File: src/rtl/inst_fetch_if.sv
// Fetch-unit bus bundle: instruction memory request/response, downstream redirect
// and the decode-side output stream.
interface inst_fetch_if;
  logic        imem_req_valid;
  logic        imem_req_ready;
  logic [63:0] imem_req_addr;
  logic        imem_rsp_valid;
  logic [31:0] imem_rsp_data;
  logic        imem_rsp_err;
  logic        redirect_valid;
  logic [63:0] redirect_pc;
  logic        out_valid;
  logic        out_ready;
  logic [31:0] out_inst;
  logic [63:0] out_pc;
  logic        out_fault;

  // Fetch unit side
  modport master (
    output imem_req_valid, imem_req_addr, out_valid, out_inst, out_pc, out_fault,
    input  imem_req_ready, imem_rsp_valid, imem_rsp_data, imem_rsp_err,
    input  redirect_valid, redirect_pc, out_ready
  );

  // Memory / pipeline side
  modport slave (
    input  imem_req_valid, imem_req_addr, out_valid, out_inst, out_pc, out_fault,
    output imem_req_ready, imem_rsp_valid, imem_rsp_data, imem_rsp_err,
    output redirect_valid, redirect_pc, out_ready
  );
endinterface

File: src/rtl/inst_fetch.sv
// Instruction fetch unit: one outstanding memory request at a time, responses queued
// in a 2-entry buffer toward decode, with redirect flush and fault halting.
module inst_fetch #(
  parameter logic [63:0] RESET_PC  = 64'h0000_0000_8000_0000,
  parameter int unsigned BUF_DEPTH = 2
) (
  input logic          clk,
  input logic          rst,
  inst_fetch_if.master bus
);

  localparam logic [1:0] LP_DEPTH = 2'(BUF_DEPTH);

  typedef enum logic [1:0] {StReq, StWait, StDrain, StFault} state_e;

  state_e      r_state, w_state_next;
  logic [63:0] r_fetch_pc, w_fetch_pc_next;
  logic [63:0] r_req_addr, w_req_addr_next;

  logic [31:0] r_buf_inst  [2];
  logic [63:0] r_buf_pc    [2];
  logic        r_buf_fault [2];
  logic        r_rd_ptr, r_wr_ptr;
  logic [1:0]  r_count;

  logic        w_req_fire;
  logic        w_push;
  logic        w_pop;
  logic [63:0] w_redirect_target;

  // Request and output strobes; both are held low while reset is asserted
  assign bus.imem_req_valid = !rst && (r_state == StReq) && (r_count < LP_DEPTH);
  assign bus.imem_req_addr  = r_fetch_pc;
  assign bus.out_valid      = !rst && (r_count != 2'd0);
  assign bus.out_inst       = r_buf_inst[r_rd_ptr];
  assign bus.out_pc         = r_buf_pc[r_rd_ptr];
  assign bus.out_fault      = r_buf_fault[r_rd_ptr];

  assign w_req_fire        = bus.imem_req_valid && bus.imem_req_ready;
  // A response landing in a redirect cycle is stale and never enters the buffer
  assign w_push            = (r_state == StWait) && bus.imem_rsp_valid && !bus.redirect_valid;
  assign w_pop             = bus.out_valid && bus.out_ready;
  assign w_redirect_target = bus.redirect_pc & ~64'h3;

  // Next-state, fetch PC and outstanding-request address
  always_comb begin
    w_state_next    = r_state;
    w_fetch_pc_next = r_fetch_pc;
    w_req_addr_next = r_req_addr;
    if (w_req_fire) begin
      w_req_addr_next = r_fetch_pc;
      w_fetch_pc_next = r_fetch_pc + 64'd4;
    end
    if (bus.redirect_valid) begin
      w_fetch_pc_next = w_redirect_target;
      case (r_state)
        StReq:   w_state_next = w_req_fire ? StDrain : StReq;
        // An in-flight request must still be drained before issuing again
        StWait,
        StDrain: w_state_next = bus.imem_rsp_valid ? StReq : StDrain;
        default: w_state_next = StReq;
      endcase
    end else begin
      unique case (r_state)
        StReq: begin
          if (w_req_fire) w_state_next = StWait;
        end
        StWait: begin
          if (bus.imem_rsp_valid) w_state_next = bus.imem_rsp_err ? StFault : StReq;
        end
        StDrain: begin
          if (bus.imem_rsp_valid) w_state_next = StReq;
        end
        StFault: w_state_next = StFault;
        default: w_state_next = StReq;
      endcase
    end
  end

  // FSM and PC registers
  always_ff @(posedge clk) begin
    if (rst) begin
      r_state    <= StReq;
      r_fetch_pc <= RESET_PC;
      r_req_addr <= RESET_PC;
    end else begin
      r_state    <= w_state_next;
      r_fetch_pc <= w_fetch_pc_next;
      r_req_addr <= w_req_addr_next;
    end
  end

  // Buffer occupancy and pointers; a redirect empties the buffer outright
  always_ff @(posedge clk) begin
    if (rst || bus.redirect_valid) begin
      r_rd_ptr <= 1'b0;
      r_wr_ptr <= 1'b0;
      r_count  <= 2'd0;
    end else begin
      if (w_push) r_wr_ptr <= ~r_wr_ptr;
      if (w_pop)  r_rd_ptr <= ~r_rd_ptr;
      r_count <= r_count + {1'b0, w_push} - {1'b0, w_pop};
    end
  end

  // Buffer payload storage
  always_ff @(posedge clk) begin
    if (w_push) begin
      r_buf_inst[r_wr_ptr]  <= bus.imem_rsp_data;
      r_buf_pc[r_wr_ptr]    <= r_req_addr;
      r_buf_fault[r_wr_ptr] <= bus.imem_rsp_err;
    end
  end

  // Requests are only issued with a free slot, so a push into a full buffer is a bug
  assert property (@(posedge clk) disable iff (rst) !(w_push && (r_count == LP_DEPTH)));

endmodule
File: src/flat_wrapper.sv
// flat-port wrapper written by rule: the top's interface ports become plain ports
module inst_fetch_flat 
#(
  parameter logic [63:0] RESET_PC  = 64'h0000_0000_8000_0000,
  parameter int unsigned BUF_DEPTH = 2
)
  (clk, rst, bus_imem_req_valid, bus_imem_req_addr, bus_out_valid, bus_out_inst, bus_out_pc, bus_out_fault, bus_imem_req_ready, bus_imem_rsp_valid, bus_imem_rsp_data, bus_imem_rsp_err, bus_redirect_valid, bus_redirect_pc, bus_out_ready);
  inst_fetch_if bus_i ();
  input logic clk;
  input logic rst;
  output wire logic [$bits(bus_i.imem_req_valid)-1:0] bus_imem_req_valid;
  output wire logic [$bits(bus_i.imem_req_addr)-1:0] bus_imem_req_addr;
  output wire logic [$bits(bus_i.out_valid)-1:0] bus_out_valid;
  output wire logic [$bits(bus_i.out_inst)-1:0] bus_out_inst;
  output wire logic [$bits(bus_i.out_pc)-1:0] bus_out_pc;
  output wire logic [$bits(bus_i.out_fault)-1:0] bus_out_fault;
  input wire logic [$bits(bus_i.imem_req_ready)-1:0] bus_imem_req_ready;
  input wire logic [$bits(bus_i.imem_rsp_valid)-1:0] bus_imem_rsp_valid;
  input wire logic [$bits(bus_i.imem_rsp_data)-1:0] bus_imem_rsp_data;
  input wire logic [$bits(bus_i.imem_rsp_err)-1:0] bus_imem_rsp_err;
  input wire logic [$bits(bus_i.redirect_valid)-1:0] bus_redirect_valid;
  input wire logic [$bits(bus_i.redirect_pc)-1:0] bus_redirect_pc;
  input wire logic [$bits(bus_i.out_ready)-1:0] bus_out_ready;
  assign bus_imem_req_valid = bus_i.imem_req_valid;
  assign bus_imem_req_addr = bus_i.imem_req_addr;
  assign bus_out_valid = bus_i.out_valid;
  assign bus_out_inst = bus_i.out_inst;
  assign bus_out_pc = bus_i.out_pc;
  assign bus_out_fault = bus_i.out_fault;
  assign bus_i.imem_req_ready = bus_imem_req_ready;
  assign bus_i.imem_rsp_valid = bus_imem_rsp_valid;
  assign bus_i.imem_rsp_data = bus_imem_rsp_data;
  assign bus_i.imem_rsp_err = bus_imem_rsp_err;
  assign bus_i.redirect_valid = bus_redirect_valid;
  assign bus_i.redirect_pc = bus_redirect_pc;
  assign bus_i.out_ready = bus_out_ready;
  inst_fetch #(.RESET_PC(RESET_PC), .BUF_DEPTH(BUF_DEPTH)) u_core (.clk(clk), .rst(rst), .bus(bus_i));
endmodule
File: config.mk
export PLATFORM = sky130hd
export DESIGN_NAME = inst_fetch_flat
export DESIGN_NICKNAME = d
export VERILOG_FILES = /design/src/rtl/inst_fetch_if.sv /design/src/rtl/inst_fetch.sv /design/src/flat_wrapper.sv
export SDC_FILE = /design/constraint.sdc
export NUM_CORES = 1
export LEC_CHECK = 0
export ABC_AREA = 1
export CORE_MARGIN = 4
export CORE_UTILIZATION = 40
export DETAILED_ROUTE_END_ITERATION = 6
export PLACE_DENSITY_LB_ADDON = 0.1
export SLEW_MARGIN = 20
export SYNTH_ARGS = -nofsm -noshare
export SYNTH_HDL_FRONTEND = slang
export SYNTH_SLANG_ARGS = --single-unit
export TNS_END_PERCENT = 20
File: constraint.sdc
create_clock -name clk -period 15 [get_ports clk]
set_input_delay 3 -clock clk [delete_from_list [all_inputs] [get_ports clk]]
set_output_delay 3 -clock clk [all_outputs]
set_load 0.005 [all_outputs]
==> results of run 1 <==
-- worst max-delay path by stage --
stage / start / to / slack, ns / cells after the start
5_1_grt: rst / bus_imem_req_valid / 8.08 / 3
2_1_floorplan: bus_redirect_valid / u_core.r_buf_fault[1] / 6.94 / 4
4_1_cts: rst / bus_imem_req_valid / 8.10 / 3
3_5_place_dp: rst / bus_imem_req_valid / 8.12 / 3
3_3_place_gp: rst / bus_imem_req_valid / 8.10 / 3
6_report: rst / bus_imem_req_valid / 8.13 / 3
-- area by class of cell --
type                    count  area (um^2)  share of cell area [%]
flip-flops and latches    321         8330                    45.4
clock buffers              49         1030                    5.63
inverters                 139          522                    2.84
multi-input cells         904         4980                    27.1
clock inverters            18          225                    1.23
repair buffers            269         2690                    14.7
well taps                 455          569                    3.10
-- logic make-up (layout without fill, tap and decap cells) --
kind of cell / Yosys count / count (layout) / synth area share, %
AO/OA/AOI/OAI: 240 / 240 / 8.85
XOR/XNOR: 25 / 25 / 1.56
adder cells (fa/ha/maj): 8 / 8 / 0.711
buffers and inverters: 200 / 475 / 5.70
flip-flops: 321 / 321 / 59.2
multiplexers: 95 / 95 / 7.60
other: 1 / 4 / 0.0267
AND/OR/NAND/NOR: 532 / 532 / 16.4
-- metrics by stage --
step                area, um^2  hold slack, ns
CTS                      18300           0.444
global placement         17000           0.426
finish                   18300           0.441
detailed placement       17000           0.431
floorplan                14100           0.420
global route             18300           0.456
-- worst max-delay path: cells and delay by family --
family	cells	cell delay, ns
buf+inv	2	0.67
simple gates	1	0.19
-- metal layers --
metal  part of all wire [%]  global-route usage (%)
met1                     47                    30.5
met2                     45                    32.4
met3                    6.1                    3.92
met4                    2.2                    5.04
met5                      0                       0
-- sequential cells by signal, indices dropped and copies added, names as in the netlist, named ones only --
register                  cells
u_core.r_buf_inst            64
u_core.r_buf_pc             124
u_core.bus.imem_req_addr     62
u_core.r_count                2
u_core.r_wr_ptr               1
u_core.r_rd_ptr               1
u_core.r_buf_fault            2
u_core.r_req_addr            62
u_core.r_state                2
-- placed cells by master (no fill, tap or decap), types with 5 or more instances in the layout --
cell type,instances
nor2_2,9
xor2_1,18
nand3_1,55
xnor2_1,7
ha_1,8
a31oi_1,13
inv_1,133
nor2_4,12
bufinv_16,5
mux2_2,95
clkbuf_1,7
clkdlybuf4s50_1,257
clkinv_1,6
o21ai_0,95
clkbuf_16,38
o21ai_1,13
inv_2,6
nand2_2,8
edfxtp_1,190
buf_4,8
nand2_4,6
nand2_1,313
a21oi_1,110
nor3_1,6
nand4_1,5
dfxtp_1,130
nor2_1,111
-- power by group through the flow --
stage	logic, mW	clock network (mW)	registers, mW
4_1_cts	0.202	0.942	1.01
3_5_place_dp	0.200	0	1.03
6_report	0.198	0.924	1.01
5_1_grt	0.220	0.986	1.02
3_3_place_gp	0.198	0	1.03
2_1_floorplan	0.0980	0	1.02
==> flow_metrics.py, run 1 <==
metrics = {
    "setup_path": {
        "timing.rr.end": "u_core.r_buf_pc[0][40]",
        "critical_path_class": "input pin to output port",
        "cpPeakStageDelay_ns": 0.53,
        "startpoint_type": "input pin",
        "rrSetupSlack_ns": 11.79,
        "r2r_start": "u_core.r_state[0]",
        "arrival_ns": 3.87,
        "worstRegToRegCells": 6,
        "cp_data_required_time_ns": 12.00,
        "endpoint_kind": "output port",
        "cp_slowest_cell": "clkdlybuf4s50_1",
        "cp_max_fo": 4,
        "worstPathCellList": "buf_2, nor3_1, clkdlybuf4s50_1",
    },
    "cts": {
        "cts_tree": "built",
        "postCtsSetupBuffers": 0,
        "cts_max_level": 2,
        "root_buffer": "clkbuf_16",
        "cts_buffers": 37,
        "clkLatencyLatePin_ns": 0.52,
        "clock-sinks": 321,
        "cts.clk_slew.worst_paths_ns": 0.06,
        "holdBufCountCts": 0,
        "postCtsResizedCells": 0,
        "clockBufferDepth": 3,
    },
    "pwr": {
        "pwr_density_cell_mw_per_mm2": 116,
        "power.net_switching_mw": 0.492,
        "ir_drop_mv": 0.0966,
        "pwr-share-seq_pct": 47.5,
        "report.power.total_mw": 2.14,
        "p_leak_nw": 6.63,
        "combPwrFrac_pct": 9.3,
        "p_int_mw": 1.65,
        "p_clk_share_pct": 43.2,
        "swShare_pct": 23.0,
    },
    "global_routing": {
        "grt_antenna_before_repair": 1,
        "grt_start_max_net_pins": 106,
        "grt_pass1_wl_mm": 62.5,
        "grt_use_total_pct": 20.9,
        "grt_pass1_vias": 10391,
        "grt_remaining_overflow": 0,
    },
    "finish": {
        "finalNetCount": 1783,
        "post-route-util_pct": 53.0,
        "drive_above_1_share_pct": 12.4,
        "area_growth_pct": 30.4,
        "fin_cells": 2155,
        "diodes": 0,
        "nFillCells": 3122,
    },
    "route": {
        "vias_per_cell": 4.96,
        "dr.pass1.iters": 4,
        "drt_iter0_markers": 541,
        "vias": 10699,
        "drc_errors": 0,
        "final_antenna_net_count": 0,
        "drt-total-wl_mm": 41.4,
        "wl_per_cell_um": 19.2,
    },
    "min_path": {
        "min_path_cells": 0,
        "hold_end": "u_core.r_buf_pc[0][58]",
        "min-delay-start": "u_core.r_req_addr[58]",
        "holdCritPathClass": "flip-flop to flip-flop",
    },
    "synthesis": {
        "synth-seq-cells": 321,
        "syn-cell-area_mm2": 0.0141,
        "synth_top_cell_area_share_pct": 40.5,
        "netlist_top_cells_area": "edfxtp_1, dfxtp_1, nand2_1",
        "ys.flop_type": "edfxtp_1",
        "synthCells": 1422,
        "ys_warn_count": 0,
        "synth.most_common_cell": "nand2_1",
        "synthArstFlopShare_pct": 0,
        "synth_cell_types": 38,
        "yosysTopAreaCell": "edfxtp_1",
        "synth_sequential_area_ratio_pct": 59.2,
        "synthTopCellsByCount": "nand2_1, edfxtp_1, inv_1",
        "avgSynthCellArea_um2": 9.90,
        "synth-edff-count": 190,
    },
    "floorplanning": {
        "fp.dieW_um": 196,
        "rows": 68,
        "fp.coreArea_mm2": 0.0346,
        "die_h_um": 196,
        "io_pins": 266,
        "start_util_pct": 40.6,
        "dieArea_mm2": 0.0382,
    },
    "status": {
        "status": "finished, final reports clean",
    },
    "place": {
        "numPortBuffers": 259,
        "hpwl_mm": 29.1,
        "pre_cts_slack_ns": 8.12,
        "dpl.cell_count": 2086,
        "gp_congestion": 0.944,
    },
    "timing": {
        "worst_slack_ns": 8.13,
        "maxSlewHeadroom_pct": 33.0,
        "fin_crit_ns": 6.87,
        "worstMarginPinSlew_ns": 1.01,
        "slew_viol_final": 0,
        "max_freq_mhz": 146,
        "tns_ns": 0,
        "hold_violations": 0,
        "fin_skew_ns": 0.0166,
        "fin_crit_sh_pct": 45.8,
        "setup_viol": 0,
        "grt_setup_unrepaired": "false",
    },
    "job": {
        "drv_cap": 0,
    },
}
Note: power is estimated with default switching activity, not from simulation.
==> inputs of run 2 (changes only) <==
==> constraint.sdc (replaced) <==
create_clock -name clk -period 6.34 [get_ports clk]
set_input_delay 1.268 -clock clk [delete_from_list [all_inputs] [get_ports clk]]
set_output_delay 1.268 -clock clk [all_outputs]
set_load 0.005 [all_outputs]
==> run 2 against run 1 <==
Effect of this change:
- sequential power increased by 140%
- final area decreased by 0.83%
- combinational power increased by 140%
- first-iteration DRC count increased by 13%
- register-to-register slack got worse by 8.3 ns
- routed wire length decreased by 0.84%
- worst hold slack improved by 0.0058 ns
- sequential share of layout area increased by 0.38 points
- critical path type is now flip-flop to output port
- largest cell class unchanged
==> flow_metrics.py, run 2 (synthesis results as in run 1) <==
metrics = {
    "cts": {
        "cts_buffers": 36,
        "postCtsSetupBuffers": 0,
        "cts.clk_slew.worst_paths_ns": 0.06,
        "cts_tree": "built",
        "holdBufCountCts": 0,
        "postCtsResizedCells": 0,
        "root_buffer": "clkbuf_16",
        "clock-sinks": 321,
        "clkLatencyLatePin_ns": 0.53,
        "cts_max_level": 2,
        "clockBufferDepth": 3,
    },
    "timing": {
        "worstMarginPinSlew_ns": 0.998,
        "worst_hold_slack_ns": 0.447,
        "max_freq_mhz": 238,
        "tns_ns": 0,
        "worst_slack_ns": 2.14,
        "fin_skew_ns": 0.0119,
        "slew_viol_final": 0,
        "hold_violations": 0,
        "fin_crit_ns": 4.20,
        "maxSlewHeadroom_pct": 33.5,
        "grt_setup_unrepaired": "false",
        "fin_crit_sh_pct": 66.2,
        "setup_viol": 0,
    },
    "route": {
        "top_layer": "met4",
        "wl_met1_mm": 19.1,
        "vias": 10699,
        "final_antenna_net_count": 0,
        "drt-total-wl_mm": 41.0,
        "drt_iter0_markers": 613,
        "wl_per_cell_um": 19.0,
        "route.met2.wl_mm": 18.6,
        "wl_met3_mm": 2.53,
        "drc_errors": 0,
        "vias_per_cell": 4.97,
        "dr.pass1.iters": 5,
    },
    "status": {
        "status": "finished, final reports clean",
    },
    "place": {
        "numPortBuffers": 259,
        "hpwl_mm": 29.1,
        "pre_cts_slack_ns": 2.34,
        "dpl_cell_area_mm2": 0.0171,
        "gp_congestion": 0.930,
    },
    "finish": {
        "layout_commonest_cell": "nand2_1",
        "diodes": 0,
        "largest_register_ffs": 124,
        "drive_above_1_share_pct": 12.5,
        "final_cell_mix": "nand2_1, clkdlybuf4s50_1, edfxtp_1",
        "regMostFlops": "u_core.r_buf_pc",
        "regArea_mm2": 0.00833,
        "area_growth_pct": 29.3,
        "top_regs": "u_core.r_buf_pc (124), u_core.r_buf_inst (64)",
        "stdcell_area_mm2": 0.0182,
        "nFillCells": 3208,
        "finalNetCount": 1782,
        "multi_input_area_mm2": 0.00498,
    },
    "setup_path": {
        "cp_max_fo": 67,
        "worstPathCellList": "buf_4, mux2_2, clkdlybuf4s50_1",
        "critPathBufInv": 2,
        "startpoint_type": "flip-flop",
        "cpPeakStageDelay_ns": 1.00,
        "arrival_ns": 2.93,
        "cp_slowest_cell": "dfxtp_4",
        "critical_path_class": "flip-flop to output port",
        "endpoint_kind": "output port",
        "crit_family": "flip-flops",
        "cp_data_required_time_ns": 5.07,
    },
    "global_routing": {
        "grt_antenna_before_repair": 0,
        "grt_use_total_pct": 20.9,
        "grt_pass1_wl_mm": 62.6,
        "grt_start_max_net_pins": 71,
        "grt_pass1_vias": 10450,
        "grt_remaining_overflow": 0,
    },
    "floorplanning": {
        "start_util_pct": 40.6,
        "fp.dieW_um": 196,
        "io_pins": 266,
        "fp.coreArea_mm2": 0.0346,
        "dieArea_mm2": 0.0382,
        "rows": 68,
        "die_h_um": 196,
    },
    "pwr": {
        "pwr_density_cell_mw_per_mm2": 267,
        "p_leak_nw": 6.57,
        "ir_drop_mv": 0.177,
    },
    "job": {
        "drv_cap": 0,
    },
    "min_path": {
        "holdCritPathClass": "flip-flop to flip-flop",
    },
}
-- run 2: cell count changes in the layout (fill, tap and decap cells not counted), sizes merged --
cell      change
bufinv        -4
clkinv        +6
clkinvlp      +2
inv           +2
clkbuf        -7
-- run 2: path summary, 6_finish.rpt --
path / startpoint / to / slack (ns) / cells past startpoint
setup / recovery: flip-flop / bus_out_pc[24] / 2.14 / 3
hold / removal: u_core.r_req_addr[6] / u_core.r_buf_pc[0][6] / 0.45 / 0
setup reg to reg: u_core.r_state[0] / u_core.r_req_addr[61] / 3.45 / 7
hold reg to reg: u_core.r_req_addr[6] / u_core.r_buf_pc[0][6] / 0.45 / 0
-- run 2: through the flow --
stage | util [%] | cells | power, mW
2_1_floorplan | - | 1425 | 2.65
3_3_place_gp | 49.3 | 2088 | 2.91
3_5_place_dp | 49.3 | 2088 | 2.92
4_1_cts | 52.5 | 2154 | 4.92
5_1_grt | 52.5 | 2154 | 5.06
6_report | 52.5 | 2154 | 4.86
-- run 2: layout make-up --
type | count | area share [%]
timing repair buffer | 269 | 14.7
clock buffer | 42 | 5.30
multi-input combinational | 904 | 27.4
inverter | 139 | 2.87
sequential | 321 | 45.8
clock inverter | 24 | 0.887
tap | 455 | 3.13
-- run 2: where the power goes --
| group | internal, mW | switching, mW |
|---|---|---|
| combinational | 0.225 | 0.244 |
| sequential | 2.32 | 0.0835 |
| clock | 1.14 | 0.851 |
-- run 2: metal layers --
metal  up-vias  track usage, %
li1       5275               -
met1      5083            30.3
met2       286            33.1
met3        55            3.57
met4         0            4.76
met5         -               0
